File: config.mk
export PLATFORM = sky130hd
export DESIGN_NAME = bn_sched
export DESIGN_NICKNAME = d
export VERILOG_FILES = /design/src/rtl/bn_sched.sv
export SDC_FILE = /design/constraint.sdc
export NUM_CORES = 1
export LEC_CHECK = 0
export CAP_MARGIN = 40
export CORE_ASPECT_RATIO = 0.7
export CORE_UTILIZATION = 43
export CTS_CLUSTER_DIAMETER = 60
export CTS_CLUSTER_SIZE = 28
export DETAILED_ROUTE_END_ITERATION = 10
export GPL_TIMING_DRIVEN = 0
export HOLD_SLACK_MARGIN = 0.08
export PLACE_DENSITY = 0.8
export SLEW_MARGIN = 5
export SYNTH_ARGS = -nofsm -noshare
export SYNTH_HDL_FRONTEND = slang
export SYNTH_SLANG_ARGS = --single-unit
File: constraint.sdc
create_clock -name clk -period 3.02 [get_ports clk]
set_clock_uncertainty 0.1 [all_clocks]
set_input_delay 0.906 -clock clk [delete_from_list [all_inputs] [get_ports clk]]
set_output_delay 0.906 -clock clk [all_outputs]
set_load 0.02 [all_outputs]
File: src/rtl/bn_sched.sv
// Batch-norm scheduler: feeds one vector at a time through an external fixed-latency
// datapath and owns the gamma/beta registers. Optional stall counter: BN_SCHED_STALL_CNT_EN.
module bn_sched #(
  parameter int unsigned SIZE       = 4,
  parameter int unsigned DATA_WIDTH = 16,
  parameter int unsigned LATENCY    = 2
) (
  input  logic                         clk,
  input  logic                         reset,
  input  logic                         start,
  input  logic [7:0]                   batch_len,
  output logic                         busy,
  output logic                         done,
  input  logic                         cfg_we,
  input  logic                         cfg_sel,
  input  logic [15:0]                  cfg_wdata,
  output logic                         cfg_err,
`ifdef BN_SCHED_STALL_CNT_EN
  output logic [15:0]                  stall_cnt,
`endif
  input  logic                         s_valid,
  output logic                         s_ready,
  input  logic [SIZE*DATA_WIDTH-1:0]   s_data,
  output logic                         m_valid,
  input  logic                         m_ready,
  output logic [SIZE*DATA_WIDTH-1:0]   m_data,
  output logic [SIZE*DATA_WIDTH-1:0]   dp_x,
  input  logic [SIZE*DATA_WIDTH-1:0]   dp_out,
  output logic [15:0]                  dp_gamma,
  output logic [15:0]                  dp_beta
);

  localparam int unsigned VW = SIZE * DATA_WIDTH;
  localparam logic [3:0]  LAT_LOAD = 4'(LATENCY - 1);

  typedef enum logic [1:0] {
    ST_IDLE,
    ST_ISSUE,
    ST_WAIT,
    ST_OUT
  } state_e;

  state_e          state_q;
  logic            busy_q;
  logic            s_ready_q;
  logic            m_valid_q;
  logic            done_q;
  logic            cfg_err_q;
  logic [7:0]      len_q;
  logic [7:0]      vec_cnt_q;
  logic [3:0]      lat_cnt_q;
  logic [VW-1:0]   dp_x_q;
  logic [VW-1:0]   m_data_q;
  logic [15:0]     gamma_q;
  logic [15:0]     beta_q;
`ifdef BN_SCHED_STALL_CNT_EN
  logic [15:0]     stall_cnt_q;
`endif

  always_ff @(posedge clk or negedge reset) begin
    if (!reset) begin
      state_q     <= ST_IDLE;
      busy_q      <= 1'b0;
      s_ready_q   <= 1'b0;
      m_valid_q   <= 1'b0;
      done_q      <= 1'b0;
      cfg_err_q   <= 1'b0;
      len_q       <= '0;
      vec_cnt_q   <= '0;
      lat_cnt_q   <= '0;
      dp_x_q      <= '0;
      m_data_q    <= '0;
      gamma_q     <= 16'h3C00;
      beta_q      <= '0;
`ifdef BN_SCHED_STALL_CNT_EN
      stall_cnt_q <= '0;
`endif
    end else begin
      done_q    <= 1'b0;
      cfg_err_q <= 1'b0;

      // Coefficients may only change between batches so a batch sees one gamma/beta.
      if (cfg_we) begin
        if (state_q == ST_IDLE) begin
          if (cfg_sel) beta_q  <= cfg_wdata;
          else         gamma_q <= cfg_wdata;
        end else begin
          cfg_err_q <= 1'b1;
        end
      end

      case (state_q)
        ST_IDLE: begin
          if (start) begin
`ifdef BN_SCHED_STALL_CNT_EN
            stall_cnt_q <= '0;
`endif
            if (batch_len != 8'd0) begin
              len_q     <= batch_len;
              vec_cnt_q <= '0;
              busy_q    <= 1'b1;
              s_ready_q <= 1'b1;
              state_q   <= ST_ISSUE;
            end else begin
              done_q <= 1'b1;
            end
          end
        end
        ST_ISSUE: begin
          if (s_valid) begin
            dp_x_q    <= s_data;
            lat_cnt_q <= LAT_LOAD;
            s_ready_q <= 1'b0;
            state_q   <= ST_WAIT;
          end
        end
        ST_WAIT: begin
          if (lat_cnt_q == 4'd0) begin
            m_data_q  <= dp_out;
            m_valid_q <= 1'b1;
            state_q   <= ST_OUT;
          end else begin
            lat_cnt_q <= lat_cnt_q - 4'd1;
          end
        end
        ST_OUT: begin
          if (m_ready) begin
            m_valid_q <= 1'b0;
            if (vec_cnt_q == len_q - 8'd1) begin
              busy_q  <= 1'b0;
              done_q  <= 1'b1;
              state_q <= ST_IDLE;
            end else begin
              vec_cnt_q <= vec_cnt_q + 8'd1;
              s_ready_q <= 1'b1;
              state_q   <= ST_ISSUE;
            end
          end
`ifdef BN_SCHED_STALL_CNT_EN
          else if (stall_cnt_q != 16'hFFFF) begin
            stall_cnt_q <= stall_cnt_q + 16'd1;
          end
`endif
        end
        default: state_q <= ST_IDLE;
      endcase
    end
  end

  assign busy     = busy_q;
  assign done     = done_q;
  assign cfg_err  = cfg_err_q;
  assign s_ready  = s_ready_q;
  assign m_valid  = m_valid_q;
  assign m_data   = m_data_q;
  assign dp_x     = dp_x_q;
  assign dp_gamma = gamma_q;
  assign dp_beta  = beta_q;
`ifdef BN_SCHED_STALL_CNT_EN
  assign stall_cnt = stall_cnt_q;
`endif

endmodule

# ---- Word-level counts from Yosys, hierarchy flattened
# Cells that the tools add are included.
# W data, S select, Z words.
dict set report totals {
  register_bits 187
  output_inout_bits 165
  word_cells 81
}
dict set report op_classes {
  add_sub_neg 3
  eq_ne 12
  n_mux 34
  bitwise_logic 1
  n_reduce_logical 18
}
# op n
set ops {}
lappend ops {{$mux W8} 4}
lappend ops {{$mux W1} 16}
lappend ops {{$pmux W8 S2} 1}
lappend ops {{$reduce_and A3 Y1} 5}
lappend ops {{$reduce_and A5 Y1} 3}
lappend ops {{$ne A2 B2 Y1 const B} 7}
lappend ops {{$mux W2} 5}
lappend ops {{$add A8 B1 Y8 const B} 1}
lappend ops {{$eq A8 B8 Y1} 1}
lappend ops {{$mux W4} 2}
lappend ops {{$pmux W2 S4} 1}
lappend ops {{$pmux W4 S2} 1}
lappend ops {{$reduce_bool A8 Y1} 1}
lappend ops {{$sub A8 B1 Y8 const B} 1}
lappend ops {{$pmux W1 S2} 3}
lappend ops {{$reduce_and A6 Y1} 1}
lappend ops {{$reduce_bool A2 Y1} 3}
lappend ops {{$eq A2 B2 Y1 const B} 2}
lappend ops {{$logic_not A4 Y1} 1}
lappend ops {{$reduce_and A2 Y1} 2}
lappend ops {{$sub A4 B1 Y4 const B} 1}
lappend ops {{$pmux W1 S3} 1}
lappend ops {{$reduce_bool A3 Y1} 1}
lappend ops {{$eq A2 B1 Y1 const B} 1}
lappend ops {{other kinds (3)} 3}

# ---- Depth between registers and ports, before layout
# Gate-level depths: netlist of run 1.
dict set report logic_depth {
  depth_word 5
  depth_mapped 11
}

# ---- Worst setup path after synthesis of run 1
# OpenSTA, ideal clock, no wires.
dict set report synth_timing {
  path_kind {input-to-reg}
  start {input port batch_len[5]}
  end {register state_q[1]}
  t_arrival_ps 2200
  path_slack_ps 595
  path_stages 5
  n_path_buf 0
  path_cell_list {or4_1 > o21ai_0 > a2bb2oi_1 > nand3_1 > mux2_2}
}
dict set report synth_via {
  elab_chain_cells 3
}
# element line
set synth_lines {}
lappend synth_lines {{start, declared} 11} ;# input logic [7:0] batch_len,
lappend synth_lines {{$reduce_bool A8 Y1} 98} ;# if (batch_len != 8'd0) begin
lappend synth_lines {{$ne A2 B1 Y1 (no line)} -}
lappend synth_lines {{$reduce_and A5 Y1 (no line)} -}
lappend synth_lines {{end signal, assigned} 103} ;# state_q <= ST_ISSUE;
lappend synth_lines {{end signal, assigned} 114} ;# state_q <= ST_WAIT;
lappend synth_lines {{end signal, assigned} 121} ;# state_q <= ST_OUT;
lappend synth_lines {{end, declared} 43} ;# state_e state_q;
# No other way between the ends.
# A chain may end at the register's enable or synchronous reset.

# ---- Worst setup path in the final report of run 1
dict set report layout_timing {
  start {register lat_cnt_q[0]}
  end {register m_data_q[56] (netlist: m_data[56])}
}
dict set report layout_via {
  elab_chain_cells 2
}
# element line
set layout_lines {}
lappend layout_lines {{start, declared} 51} ;# logic [3:0] lat_cnt_q;
lappend layout_lines {{start signal, assigned} 123} ;# lat_cnt_q <= lat_cnt_q - 4'd1;
lappend layout_lines {{$logic_not A4 Y1} 118} ;# if (lat_cnt_q == 4'd0) begin
lappend layout_lines {{$reduce_and A2 Y1 (no line)} -}
lappend layout_lines {{end signal, assigned} 119} ;# m_data_q <= dp_out;
lappend layout_lines {{end, declared} 53} ;# logic [VW-1:0] m_data_q;
# No other way between the ends.

==> reports/qor.txt, run 1 <==
Clk_lat worst skew -> 0.42 ns
Die area -> 0.01839 sq mm
Syn Area/Cell -> 14.23 sq um
Share of cells above drive strength 1 -> 24.52%
RePlAce Congestion -> 0.8284
Clk buf depth -> 2
Critical path peak fanout -> 10
Pwr/cell area -> 1151 mW/mm^2
Chip Width -> 161.7 microns
Via Count -> 5,676
Seq/Total Area, Yosys -> 61.06%
Endpoints failing setup -> 0
Comb pwr share -> 49.7%
Chip height -> 113.8 microns
TritonCTS buffer count -> 17
Pwr Total -> 13.61 mW
Hold/Removal Path Class -> in2async
Ant. Diodes -> 0
Cts hold-fix bufs -> 0
Final Non-Filler Cells -> 1,124
Distinct cells, synth -> 44
Sw Share -> 36.78%
Final hold viol count -> 0
Synth warnings -> 0
Post-synth top flop -> dfrtp_1
RSZ-0062 raised after global routing -> no
Internal power -> 8.606 mW
Pins Over Slew Limit -> 0
Initial antenna violation count -> 0
Syn nets -> 705
Residual DRC -> 0
Max_cap viols -> 0
Area taken by multi-input logic gates -> 0.002810 sq mm
HPWL after DPL -> 15,400 microns
Post-synthesis register bit count -> 187
Area delta synth->final -> 54.13%
Number of flops mapped to enable cells by yosys -> 0
Worst VDD drop -> 607.1 uV
Post-cts resize count -> 0
WL/cell -> 18.50 microns
Final core utilization -> 68.29%
Reg clk slew, reported paths -> 0.07 ns
First-pass GRT wire length -> 32,840 microns
P_sw -> 5.008 mW
Crit. End Element -> flop
CTS root buffer -> clkbuf_16
Critical Path Start Type -> flop
Tightest Pin Transition -> 0.6616 ns
Remaining global-route overflow -> 0
Htree depth -> 4
Sequential cell area -> 0.004684 sq mm
Leak pwr -> 4.931 nW
Setup bufs post-CTS -> 0
Final wirelength -> 20,800 microns
Fin crit share -> 90.18%
R2R setup slack -> 0.30 ns
Inst Count DP -> 1,093
Row cnt -> 40
Num Clock Sinks -> 187
Vias in the first global route -> 5,999
Req. time, crit path -> 3.23 ns
Setup TNS -> 0 ns
Largest net degree at the start of global routing -> 103
Sequential share of power -> 33.2%
Status -> finished clean
Port Buf Inserts -> 322
Crit path arrival time -> 2.93 ns
Highest Clock Rate -> 367.2 MHz
Tot GR Track Use -> 23.48%
Most common cell after layout, fill and taps aside -> clkdlybuf4s50_1
Critical path origin -> lat_cnt_q[0]
I/O pins -> 324
Fin crit period -> 2.724 ns
Clk pwr share -> 17.1%
Number of routed nets with antenna violations -> 0
Final #Nets -> 1,047
Synthesized cell area -> 0.007672 sq mm
Rel. slew slack -> 55.90%
Worst r2r src -> lat_cnt_q[0]
Mapped Cells -> 539
CP Class -> reg2reg
Starting density of the core -> 44.31%
Vias per Instance -> 5.050
CTS tree -> yes
DRT iter0 DRCs -> 347
Core area -> 0.01732 sq mm
# fillers -> 1,301
Iteration count of the initial detailed-routing pass -> 4
Asr flop ratio synth -> 100.0%
Most frequent cells in the layout -> clkdlybuf4s50_1 (321), dfrtp_1 (183), mux2_2 (167)
==> layout make-up <==
cell class | count | area share (%)
sequential | 187 | 39.61
timing repair buffer | 323 | 27.53
multi-input combinational | 314 | 23.76
clock buffer | 19 | 3.830
tap | 231 | 2.444
clock inverter | 12 | 1.312
buffer | 27 | 1.153
inverter | 11 | 0.3492
==> sequential cells by signal, summed over array words and instances, names as in the netlist, 2 cells and up <==
register	flops
len_q	8
lat_cnt_q	4
dp_x	64
dp_gamma	16
state_q	2
dp_beta	16
vec_cnt_q	8
m_data	64
==> layer usage <==
metal	up-vias	GRT usage [%]	routed length [microns]
met4	0	7.799	350
met2	178	38.19	10270
met3	29	8.109	1568
li1	2601	-	-
met1	2868	29.44	8603
met5	-	0	0
==> worst max-delay path: stages (launching register included) <==
cell	delay, ns
dfrtp_1	0.40
inv_1	0.11
ha_1	0.18
nor3b_1	0.50
and2_1	0.21
clkbuf_1	0.19
buf_2	0.28
buf_2	0.27
mux2_2	0.36
==> power by group through the flow <==
stage	registers, mW	logic [mW]	clock network (mW)
4_1_cts	4.52	6.83	2.37
2_1_floorplan	5.85	2.26	0
5_1_grt	4.67	7.20	2.48
6_report	4.52	6.77	2.32
3_5_place_dp	4.54	6.79	0
3_3_place_gp	4.49	6.70	0
==> final timing paths <==
path,endpoint,depth (start not counted)
max,m_data[56],8
min reg2reg,m_valid,2
max reg2reg,m_data[56],8
max in group asynchronous,m_data[7],2
min,dp_gamma[14],1
min in group clk,m_valid,2
==> synth_stat cells, drive strengths merged (2+ instances only) <==
library cell	count	area (sq um)
a21oi	4	20.02
nand2b	3	18.77
nor4	3	33.78
or4	8	60.06
o211ai	9	67.56
dfstp	4	105.1
nor2	10	37.54
clkbuf	15	56.30
nand4	2	12.51
ha	7	87.58
inv	11	41.29
dfrtp	183	4579
nand3	18	90.09
buf	12	80.07
xnor2	8	70.07
mux2i	2	20.02
nor3b	2	15.01
xor2	2	17.52
a21o	2	15.01
nor3	6	30.03
mux2	167	1881
nor2b	2	12.51
a31oi	2	12.51
nand2	24	90.09
o21ai	17	85.08
and2	2	12.51
==> through the flow <==
step / hold WS (ns) / cell area (sq um) / worst slack [ns]
global placement: 0.3705 / 11180 / -7.025
finish: 0.3489 / 11830 / 0.2964
detailed placement: 0.3765 / 11220 / -0.1095
CTS: 0.3898 / 11830 / 0.2788
floorplan: 0.4022 / 7672 / 0.5953
global route: 0.4137 / 11830 / 0.07868
==> kinds of logic after synthesis <==
family,synth area share (%)
adders and majority gates,1.142
and+or+nand+nor,6.002
DFF,61.06
AOI/OAI and AO/OA,3.571
muxes,24.77
xor gates and xnor gates,1.142
buffers and inverters,2.316
Note: power is estimated with default switching activity, not from simulation.
==> run 2, diff against run 1 <==
--- a/config.mk
+++ b/config.mk
@@ -5,6 +5,7 @@
 export SDC_FILE = /design/constraint.sdc
 export NUM_CORES = 1
 export LEC_CHECK = 0
+export ABC_AREA = 0
 export CAP_MARGIN = 40
 export CORE_ASPECT_RATIO = 0.7
 export CORE_UTILIZATION = 43
@@ -14,6 +15,7 @@
 export GPL_TIMING_DRIVEN = 0
 export HOLD_SLACK_MARGIN = 0.08
 export PLACE_DENSITY = 0.8
+export REMOVE_ABC_BUFFERS = 1
 export SLEW_MARGIN = 5
 export SYNTH_ARGS = -nofsm -noshare
 export SYNTH_HDL_FRONTEND = slang
==> reports/qor.txt, run 2 (synthesis gave the netlist of run 1 again) <==
Status -> finished clean
RePlAce Congestion -> 0.7868
DRT iter0 DRCs -> 278
TritonCTS buffer count -> 17
Min Hold Slack -> 0.4072 ns
Die area -> 0.01839 sq mm
Remaining global-route overflow -> 0
Critical Path Start Type -> input pin
Chip height -> 113.8 microns
Share of cells above drive strength 1 -> 24.19%
Pins Over Slew Limit -> 0
Max_cap viols -> 0
Most frequent cells in the layout -> clkdlybuf4s50_1 (322), dfrtp_1 (183), mux2_2 (167)
Ant. Diodes -> 0
Vias in the first global route -> 6,098
Endpoints failing setup -> 0
First-pass GRT wire length -> 31,620 microns
Final wirelength -> 20,090 microns
Final Non-Filler Cells -> 1,099
WL/cell -> 18.28 microns
Worst VDD drop -> 583.1 uV
CTS root buffer -> clkbuf_16
Port Buf Inserts -> 323
Residual DRC -> 0
Num Clock Sinks -> 187
Reg clk slew, reported paths -> 0.07 ns
HPWL after DPL -> 14,830 microns
Req. time, crit path -> 3.25 ns
Highest Clock Rate -> 351.3 MHz
Rel. slew slack -> 41.88%
Crit path arrival time -> 3.08 ns
Fin crit period -> 2.846 ns
Final #Nets -> 1,021
# fillers -> 1,234
Vias per Instance -> 5.061
Area delta synth->final -> 52.33%
Fin worst setup slack -> 0.1735 ns
Clk_lat worst skew -> 0.42 ns
Fin crit share -> 94.25%
Post-place setup slack -> -0.1908 ns
CP Class -> in2reg
Leak pwr -> 4.853 nW
Largest net degree at the start of global routing -> 111
Pwr/cell area -> 1152 mW/mm^2
Iteration count of the initial detailed-routing pass -> 4
CTS tree -> yes
Most common cell after layout, fill and taps aside -> clkdlybuf4s50_1
Via Count -> 5,562
Core area -> 0.01732 sq mm
RSZ-0062 raised after global routing -> no
Final hold viol count -> 0
Starting density of the core -> 44.31%
Initial antenna violation count -> 0
Cts hold-fix bufs -> 0
Inst Count DP -> 1,067
Number of routed nets with antenna violations -> 0
Tot GR Track Use -> 22.33%
Hold/Removal Path Class -> reg2reg
Clk buf depth -> 2
I/O pins -> 324
Htree depth -> 4
Crit. End Element -> flop
Tightest Pin Transition -> 0.8692 ns
Post-cts resize count -> 0
Setup bufs post-CTS -> 0
Row cnt -> 40
Chip Width -> 161.7 microns
Critical path peak fanout -> 7
[run 2: per-layer routing]
layer	GRT usage, %	part of all wire (%)	up-vias
li1	-	-	2558
met1	26.26	39	2786
met2	38.48	52	192
met3	7.964	7.7	26
met4	6.792	1.7	0
met5	0	0	-
[run 2: where the power goes]
part | total (mW) | internal, mW | leakage [nW] | switching [mW]
registers | 4.61 | 3.78 | 2.24 | 0.826
clock network | 2.24 | 1.20 | 0.286 | 1.04
logic | 6.62 | 3.49 | 2.33 | 3.13
[run 2: metrics by stage]
stage | power, mW | cell area, sq um | setup TNS [ns] | utilization, %
6_report | 13.46 | 11690 | 0 | 67.49
5_1_grt | 14.18 | 11690 | 0 | 67.49
4_1_cts | 13.57 | 11690 | 0 | 67.49
3_5_place_dp | 11.28 | 11100 | -0.9679 | 64.10
3_3_place_gp | 11.05 | 11060 | -1296.26 | 63.86
2_1_floorplan | 8.073 | 7536 | -16.94 | -
[run 2: final cells by class]
type	count	area [sq um]	share of cell area (%)
Sequential cell	187	4684	40.08
Timing Repair Buffer	324	3266	27.94
Multi-Input combinational cell	314	2820	24.13
Clock buffer	18	439.2	3.758
Tap cell	231	289.0	2.473
Clock inverter	14	147.6	1.263
Inverter	11	41.29	0.3533
[run 2: worst max-delay path, cell delays in order]
cell	delay, ns
clkdlybuf4s50_1	0.50
or4_1	0.14
o21ai_0	0.10
a2bb2oi_1	0.55
nand2_1	0.26
or4_1	0.53
o211ai_1	0.10
[run 2: path summary, 6_finish.rpt]
check | start | endpoint | slack (ns) | cells after the start
max in group asynchronous | reset | dp_x[1] | 1.52 | 2
hold / removal | m_data[18] | m_data[18] | 0.41 | 1
min in group asynchronous | reset | m_data[17] | 0.43 | 1
setup reg to reg | lat_cnt_q[0] | m_data[51] | 0.20 | 5
setup / recovery | batch_len[4] | vec_cnt_q[5] | 0.17 | 7
hold reg to reg | m_data[18] | m_data[18] | 0.41 | 1
